`src/rtl/lifo_stack_pkg.sv`:
```
// Shared definitions for the LIFO operand stack.
//   STACK_WIDTH / STACK_DEPTH : default word width and entry count
//   stack_op_t                : operation decoded from clear/push/pop each cycle
package stack_pkg;

  localparam int STACK_WIDTH = 10;
  localparam int STACK_DEPTH = 7;

  typedef enum logic [1:0] {
    OP_NONE,
    OP_PUSH,
    OP_POP,
    OP_REPLACE
  } stack_op_t;

endpackage

```
`src/rtl/lifo_stack.sv`:
```
// Parametrised LIFO operand stack between the tokenizer/control FSM and the ALU.
// Ports:
//   clk, rst_n            clock, async active-low reset
//   clear                 synchronous flush (count -> 0, sticky err cleared)
//   push, push_data       write a word onto the top
//   pop                   remove the top word
//   pop_data, pop_valid   registered popped word and its 1-cycle strobe
//   top_data              combinational peek of the top (0 when empty)
//   count, empty, full    occupancy status
//   ovf, unf              1-cycle pulses for rejected push / pop
//   err                   sticky OR of ovf/unf until clear or reset
module lifo_stack
  import stack_pkg::*;
#(
  parameter  int WIDTH = STACK_WIDTH,
  parameter  int DEPTH = STACK_DEPTH,
  localparam int CNT_W = $clog2(DEPTH + 1)
) (
  input  logic             clk,
  input  logic             rst_n,
  input  logic             clear,
  input  logic             push,
  input  logic [WIDTH-1:0] push_data,
  input  logic             pop,
  output logic [WIDTH-1:0] pop_data,
  output logic             pop_valid,
  output logic [WIDTH-1:0] top_data,
  output logic [CNT_W-1:0] count,
  output logic             empty,
  output logic             full,
  output logic             ovf,
  output logic             unf,
  output logic             err
);

  // Address width for the storage array; count needs one extra code for "full".
  localparam int AW = (DEPTH > 1) ? $clog2(DEPTH) : 1;

  logic [WIDTH-1:0] mem [0:DEPTH-1];

  stack_op_t        op;
  logic             ovf_req;
  logic             unf_req;
  logic [CNT_W-1:0] cnt_m1;
  logic [AW-1:0]    wr_idx;
  logic [AW-1:0]    top_idx;

  assign empty = (count == '0);
  assign full  = (count == CNT_W'(DEPTH));

  always_comb begin
    cnt_m1  = count - CNT_W'(1);
    // Both indices are only used when in range: wr_idx when !full,
    // top_idx when !empty.
    wr_idx  = count[AW-1:0];
    top_idx = cnt_m1[AW-1:0];
  end

  assign top_data = empty ? '0 : mem[top_idx];

  // Op decode: clear masks push/pop entirely, including the error requests.
  always_comb begin
    op      = OP_NONE;
    ovf_req = 1'b0;
    unf_req = 1'b0;
    if (!clear) begin
      unique case ({push, pop})
        2'b10: begin
          if (full) ovf_req = 1'b1;
          else      op      = OP_PUSH;
        end
        2'b01: begin
          if (empty) unf_req = 1'b1;
          else       op      = OP_POP;
        end
        // Push+pop never over/underflows: replace-top, or bypass when empty.
        2'b11:   op = OP_REPLACE;
        default: op = OP_NONE;
      endcase
    end
  end

  always_ff @(posedge clk or negedge rst_n) begin
    if (!rst_n) begin
      count     <= '0;
      pop_data  <= '0;
      pop_valid <= 1'b0;
      ovf       <= 1'b0;
      unf       <= 1'b0;
      err       <= 1'b0;
    end else begin
      pop_valid <= 1'b0;
      ovf       <= ovf_req;
      unf       <= unf_req;
      if (clear) begin
        count <= '0;
        err   <= 1'b0;
      end else begin
        if (ovf_req || unf_req) err <= 1'b1;
        unique case (op)
          OP_PUSH: count <= count + CNT_W'(1);
          OP_POP: begin
            pop_data  <= mem[top_idx];
            pop_valid <= 1'b1;
            count     <= cnt_m1;
          end
          OP_REPLACE: begin
            // Empty stack: the pushed word passes straight through.
            pop_data  <= empty ? push_data : mem[top_idx];
            pop_valid <= 1'b1;
          end
          default: ;
        endcase
      end
    end
  end

  // Storage is never reset; top_data gating hides stale contents.
  always_ff @(posedge clk) begin
    if (op == OP_PUSH)
      mem[wr_idx] <= push_data;
    else if (op == OP_REPLACE && !empty)
      mem[top_idx] <= push_data;
  end

endmodule

```
`config.mk`:
```
export PLATFORM = sky130hd
export DESIGN_NAME = lifo_stack
export DESIGN_NICKNAME = d
export VERILOG_FILES = /design/src/rtl/lifo_stack_pkg.sv /design/src/rtl/lifo_stack.sv
export SDC_FILE = /design/constraint.sdc
export NUM_CORES = 1
export LEC_CHECK = 0
export CORE_MARGIN = 2
export CORE_UTILIZATION = 55
export DETAILED_ROUTE_END_ITERATION = 6
export PLACE_DENSITY_LB_ADDON = 0.15
export SLEW_MARGIN = 20
export SYNTH_ARGS = -nofsm -noshare
export SYNTH_HDL_FRONTEND = slang
export SYNTH_SLANG_ARGS = --single-unit
```
`constraint.sdc`:
```
create_clock -name clk -period 8.11 [get_ports clk]
set_input_delay 2.0275 -clock clk [delete_from_list [all_inputs] [get_ports clk]]
set_output_delay 2.0275 -clock clk [all_outputs]
set_load 0.05 [all_outputs]
```
-- Word-level counts from Yosys, hierarchy flattened
Memory sizes are Yosys's and may differ from the RTL's.
Index checks and enable logic that the tools add are counted.
- register bits after elaboration: 17
- word-level logic and storage cells: 54
- RAM bits: 70
- memories kept: 1
- bits of input ports: 15
- output and inout port bits: 29
- reduce and logical (&&, ||, !) cells: 10
- equality and inequality tests: 7
- add/subtract/negate cells: 2
- mux-type cells: 27
- bitwise gates (word level): 1
- memories (memory ; depth ; bits a word ; read ports ; clocked after Yosys merged registers in ; wr ports ; RTL line ; RTL):
    mem ; 7 ; 10 ; 1 ; 0 ; 1 ; lifo_stack.sv:39 ; logic [WIDTH-1:0] mem [0:DEPTH-1];
- operators by type and width (operator ; number):
    $mux 10 ; 3
    $pmux 10 s2 ; 1
    $mux 1 ; 17
    $reduce_or 10->1 ; 1
    $eq 2x2->1 const B ; 4
    $mux 3 ; 2
    $pmux 2 s3 ; 1
    $pmux 3 s2 ; 1
    $eq 2x1->1 const B ; 2
    $mux 2 ; 2
    $reduce_bool 2->1 ; 2
    $add 3x1->3 const B ; 1
    $eq 3x3->1 const B ; 1
    $logic_not 3->1 ; 1
    $reduce_bool 3->1 ; 1
    $sub 3x1->3 const B ; 1
    $reduce_and 2->1 ; 1
    $reduce_or 2->1 ; 1
    $logic_and 1x1->1 ; 1
    $logic_not 1->1 ; 1
    $logic_or 1x1->1 ; 1
    $not 1->1 ; 1

-- Logic depth before layout (Yosys ltp)
- depth in word-level cells: 11
- depth in mapped cells: 11

-- Worst setup path after synthesis
OpenSTA, ideal clock, no wires.
- kind: register to output
- start: reg count[0]
- end: out top_data[9]
- arrival time: 2.882 ns
- buffers on the path: 3
- stages on the path, launching flop included: 9
- path slack: 3.201 ns
- cells stage by stage: dfrtp_1 > buf_6 > buf_2 > inv_1 > ha_1 > inv_1 > clkbuf_1 > mux2i_1 > nor2_1
- longest elaborated chain between the ends: 3
- elaborated cells on any way between the ends: 4
- RTL lines (element ; RTL line ; RTL):
    start, declared ; lifo_stack.sv:28 ; output logic [CNT_W-1:0] count,
    start signal, assigned ; lifo_stack.sv:101 ; OP_PUSH: count <= count + CNT_W'(1);
    start signal, assigned ; lifo_stack.sv:105 ; count <= cnt_m1;
    $sub 3x1->3 ; lifo_stack.sv:52 ; cnt_m1 = count - CNT_W'(1);
    $mem_v2 7x10 ; - ;
    $mux 10 * ; lifo_stack.sv:59 ; assign top_data = empty ? '0 : mem[top_idx];
    end, declared ; lifo_stack.sv:27 ; output logic [WIDTH-1:0] top_data,
Every way passes the cells marked *; elsewhere a longest branch is shown, timed or not.

-- Final worst setup path
- start: reg count[1]
- end: out top_data[8]
The elaborated chain is that of the path after synthesis.

==> summary.txt <==
Status
  • Status: completed

Global route
  • Initial antenna violation count: 0
  • First-pass GRT wire length: between 10000 and 15000 um
  • Gr usage total: between 20% and 30%
  • Congestion Overflow GR: 0
  • Vias in the first global route: between 2000 and 2500
  • Largest net degree at the start of global routing: 26

Synth
  • Synthesized instance count: ~230
  • Async S/R FF share, synth: between 10% and 20%
  • Largest cells by area after synthesis: edfxtp_1, dfrtp_1, mux2_2
  • Register bit count reported by yosys: 87
  • Synth area leader: edfxtp_1
  • Sequential-to-total area share from yosys stat: roughly two thirds
  • Commonest cells in the netlist: edfxtp_1, mux2_2, dfrtp_1
  • Top-count cell post-synth: edfxtp_1
  • Syn Area/Cell: about 17 um2
  • Synth Flop Type: edfxtp_1
  • Mapped Area: ~3700 um2
  • Yosys cell types: 35
  • Number of synthesized flops with an enable pin: 70
  • Synthesized net count: between 200 and 250
  • Share of the synthesized area in the top cell type: around 57%
  • Warnings from Yosys: 0

STA
  • RSZ-0062 raised after global routing: no
  • Final Max Slew Viols: 0
  • Final Critical Period: between 5 and 6 ns
  • Final worst slack: around 3 ns
  • Hold Fails Final Rpt: 0
  • Hold WS: 0.4944 ns
  • Least-Margin Pin Slew: 0.9259 ns
  • Finish-stage setup viols: 0
  • Final period utilization: between 60% and 70%
  • Clk_skew: 0.008408 ns
  • Fmax: a little under 200 MHz
  • Max_slew headroom: about two fifths
  • Setup TNS: 0 ns

Power and ir drop
  • Total power: roughly 1.2 mW
  • Leak: 1.638 nW
  • Worst ir drop on vdd: ~0.15 mV
  • Power Dens Cells: around 260 nW/um2
  • Pint: between 700 and 800 uW
  • Clock group share of total power: a little over a quarter
  • Flop pwr share: 45.1%
  • Switch share: between 30% and 40%
  • Comb pwr share: around 28%
  • Sw power: 365.2 uW

Clock network
  • CTS resizes: 0
  • CTS clk-pin slew, worst paths: ~0.08 ns
  • CTS H-tree depth: 3
  • CTS Root Cell: clkbuf_8
  • CTS buffer count: 9
  • Hold_buf cts: 0
  • CTS tree: yes
  • Worst-Skew Late Latency: between 0.3 and 0.4 ns
  • CTS max path bufs: 2
  • CTS Sinks: 87
  • Postcts setup bufs: 0

Floorplan
  • Starting density of the core: between 50% and 60%
  • Die X-Extent: approximately 86 um
  • Row cnt: 29
  • Total core area: around 6500 um2
  • Io pins: 44
  • Full die area: between 7000 and 8000 um2
  • Die Ht: between 80 and 90 um

Setup path
  • Critical Path Sink Type: primary output
  • Critical path cell sequence: inv_1 > ha_1 > xnor2_2 > buf_4 > mux2_2 > mux2i_1 > nor2_1 > clkdlybuf4s50_1
  • Req. time, crit path: slightly above 6 ns
  • CP max stage cell: clkdlybuf4s50_1
  • Worst Setup Path Type: reg -> out
  • CP max FO: 20
  • Data arrival time of the critical path: between 3 and 4 ns
  • Worst path max stage delay: 0.72 ns
  • Startpoint Class: register

Layout
  • Layout Utilization: 68.93%
  • Layout cell share with drive strength beyond 1: 19.93%
  • Filler cells: 450
  • Final nets: 295
  • Synth-to-layout area growth: 19.68%
  • Non-Filler Instances: 358
  • Diodes inserted: 0
  • Post-layout instance area: 4452 um2

Place
  • PortBufs: between 40 and 50
  • Placed Cells: roughly 340
  • Final Wtd Congestion: slightly below 0.8
  • Detailed placement HPWL: about 4800 um
  • Placed Area: between 4000 and 5000 um2
  • Pre-CTS worst setup slack: approximately 3.4 ns

Min path
  • Hold/Removal Path Class: reg -> reg

Route
  • Initial DRC Count: about 150
  • WL/cell: around 21 um
  • DRC: 0
  • Via density: 5.969
  • Detailed Route WL: 7613 um
  • Vias after detailed routing: between 2000 and 2500
  • TritonRoute pass-1 iters: 4
  • Antenna Violating Nets Remaining: 0

Job
  • Max_cap viols: 0
==> power by group through the flow <==
stage / clock [mW] / combinational, mW / sequential (mW)
final: 0.306 / 0.326 / 0.520
after CTS: 0.312 / 0.327 / 0.520
after floorplan: 0 / 0.159 / 0.595
after detailed placement: 0 / 0.327 / 0.530
after global placement: 0 / 0.323 / 0.529
after global routing: 0.333 / 0.345 / 0.523
==> cell families (layout without fill, tap and decap cells) <==
logic type               count (synthesis)  after routing  share of synthesized area, %
AND/OR/NAND/NOR                         36             36                         4.844
flip-flops                              87             87                         67.94
adder cells (fa/ha/maj)                  4              4                         1.345
buffers and inverters                   20             76                         2.859
XOR/XNOR                                 2              2                        0.4710
AO/OA/AOI/OAI                           30             30                         5.752
multiplexers                            46             46                         16.78
==> final cells by class <==
cell class / count / area, um2 / share of cell area (%)
Clock inverter: 3 / 43.79 / 0.9837
Tap cell: 77 / 96.34 / 2.164
Timing Repair Buffer: 53 / 505.5 / 11.35
Sequential cell: 87 / 2527 / 56.77
Inverter: 7 / 26.28 / 0.5902
Multi-Input combinational cell: 118 / 1094 / 24.56
Clock buffer: 13 / 158.9 / 3.569
==> final timing paths <==
check | to | from | slack, ns | cells after the start
min reg2reg | err$_DFFE_PN0P_ | err$_DFFE_PN0P_ | 0.49 | 1
min | err$_DFFE_PN0P_ | err$_DFFE_PN0P_ | 0.49 | 1
max | top_data[8] | count[1]$_DFFE_PN0P_ | 3.07 | 8
max reg2reg | mem[6][6]$_DFFE_PP_ | count[1]$_DFFE_PN0P_ | 5.25 | 6
min in group asynchronous | pop_data[7]$_DFFE_PN0P_ | rst_n | 2.20 | 1
max in group asynchronous | pop_data[5]$_DFFE_PN0P_ | rst_n | 5.34 | 1
==> layout by cell type, fill, tap and decap left out, types with 2 or more instances in the layout <==
cell,n
edfxtp_1,70
clkdlybuf4s50_1,43
mux2_2,21
dfrtp_1,17
mux2i_1,14
nor2_1,12
nor3_1,11
clkbuf_8,11
a22oi_1,10
o21ai_1,10
buf_4,10
inv_1,7
mux4_2,7
ha_1,4
mux4_1,3
o21ai_0,3
nand2b_1,2
nand3_1,2
nor3b_1,2
a31o_2,2
nand2_1,2
and3_1,2
clkbuf_1,2
==> metal layers <==
metal,part of all wire [%],track usage (%)
met3,6.4,5.619
met2,49,35.45
met5,0,0
met1,44,31.43
met4,1.2,6.392
==> registers in the layout, summed over array words and instances, names as in the netlist <==
| signal | cells |
|---|---|
| err | 1 |
| mem | 70 |
| unf | 1 |
| pop_data | 10 |
| ovf | 1 |
| count | 3 |
| pop_valid | 1 |
==> critical path, delay by kind of cell, from the launching register on <==
kind / cells / cell delay (ns)
buffers and inverters: 3 / 1.15
adders and majority gates: 1 / 0.26
DFF: 1 / 0.46
muxes: 2 / 0.59
xor gates and xnor gates: 1 / 0.15
and+or+nand+nor: 1 / 0.07
Note: power is estimated with default switching activity, not from simulation.
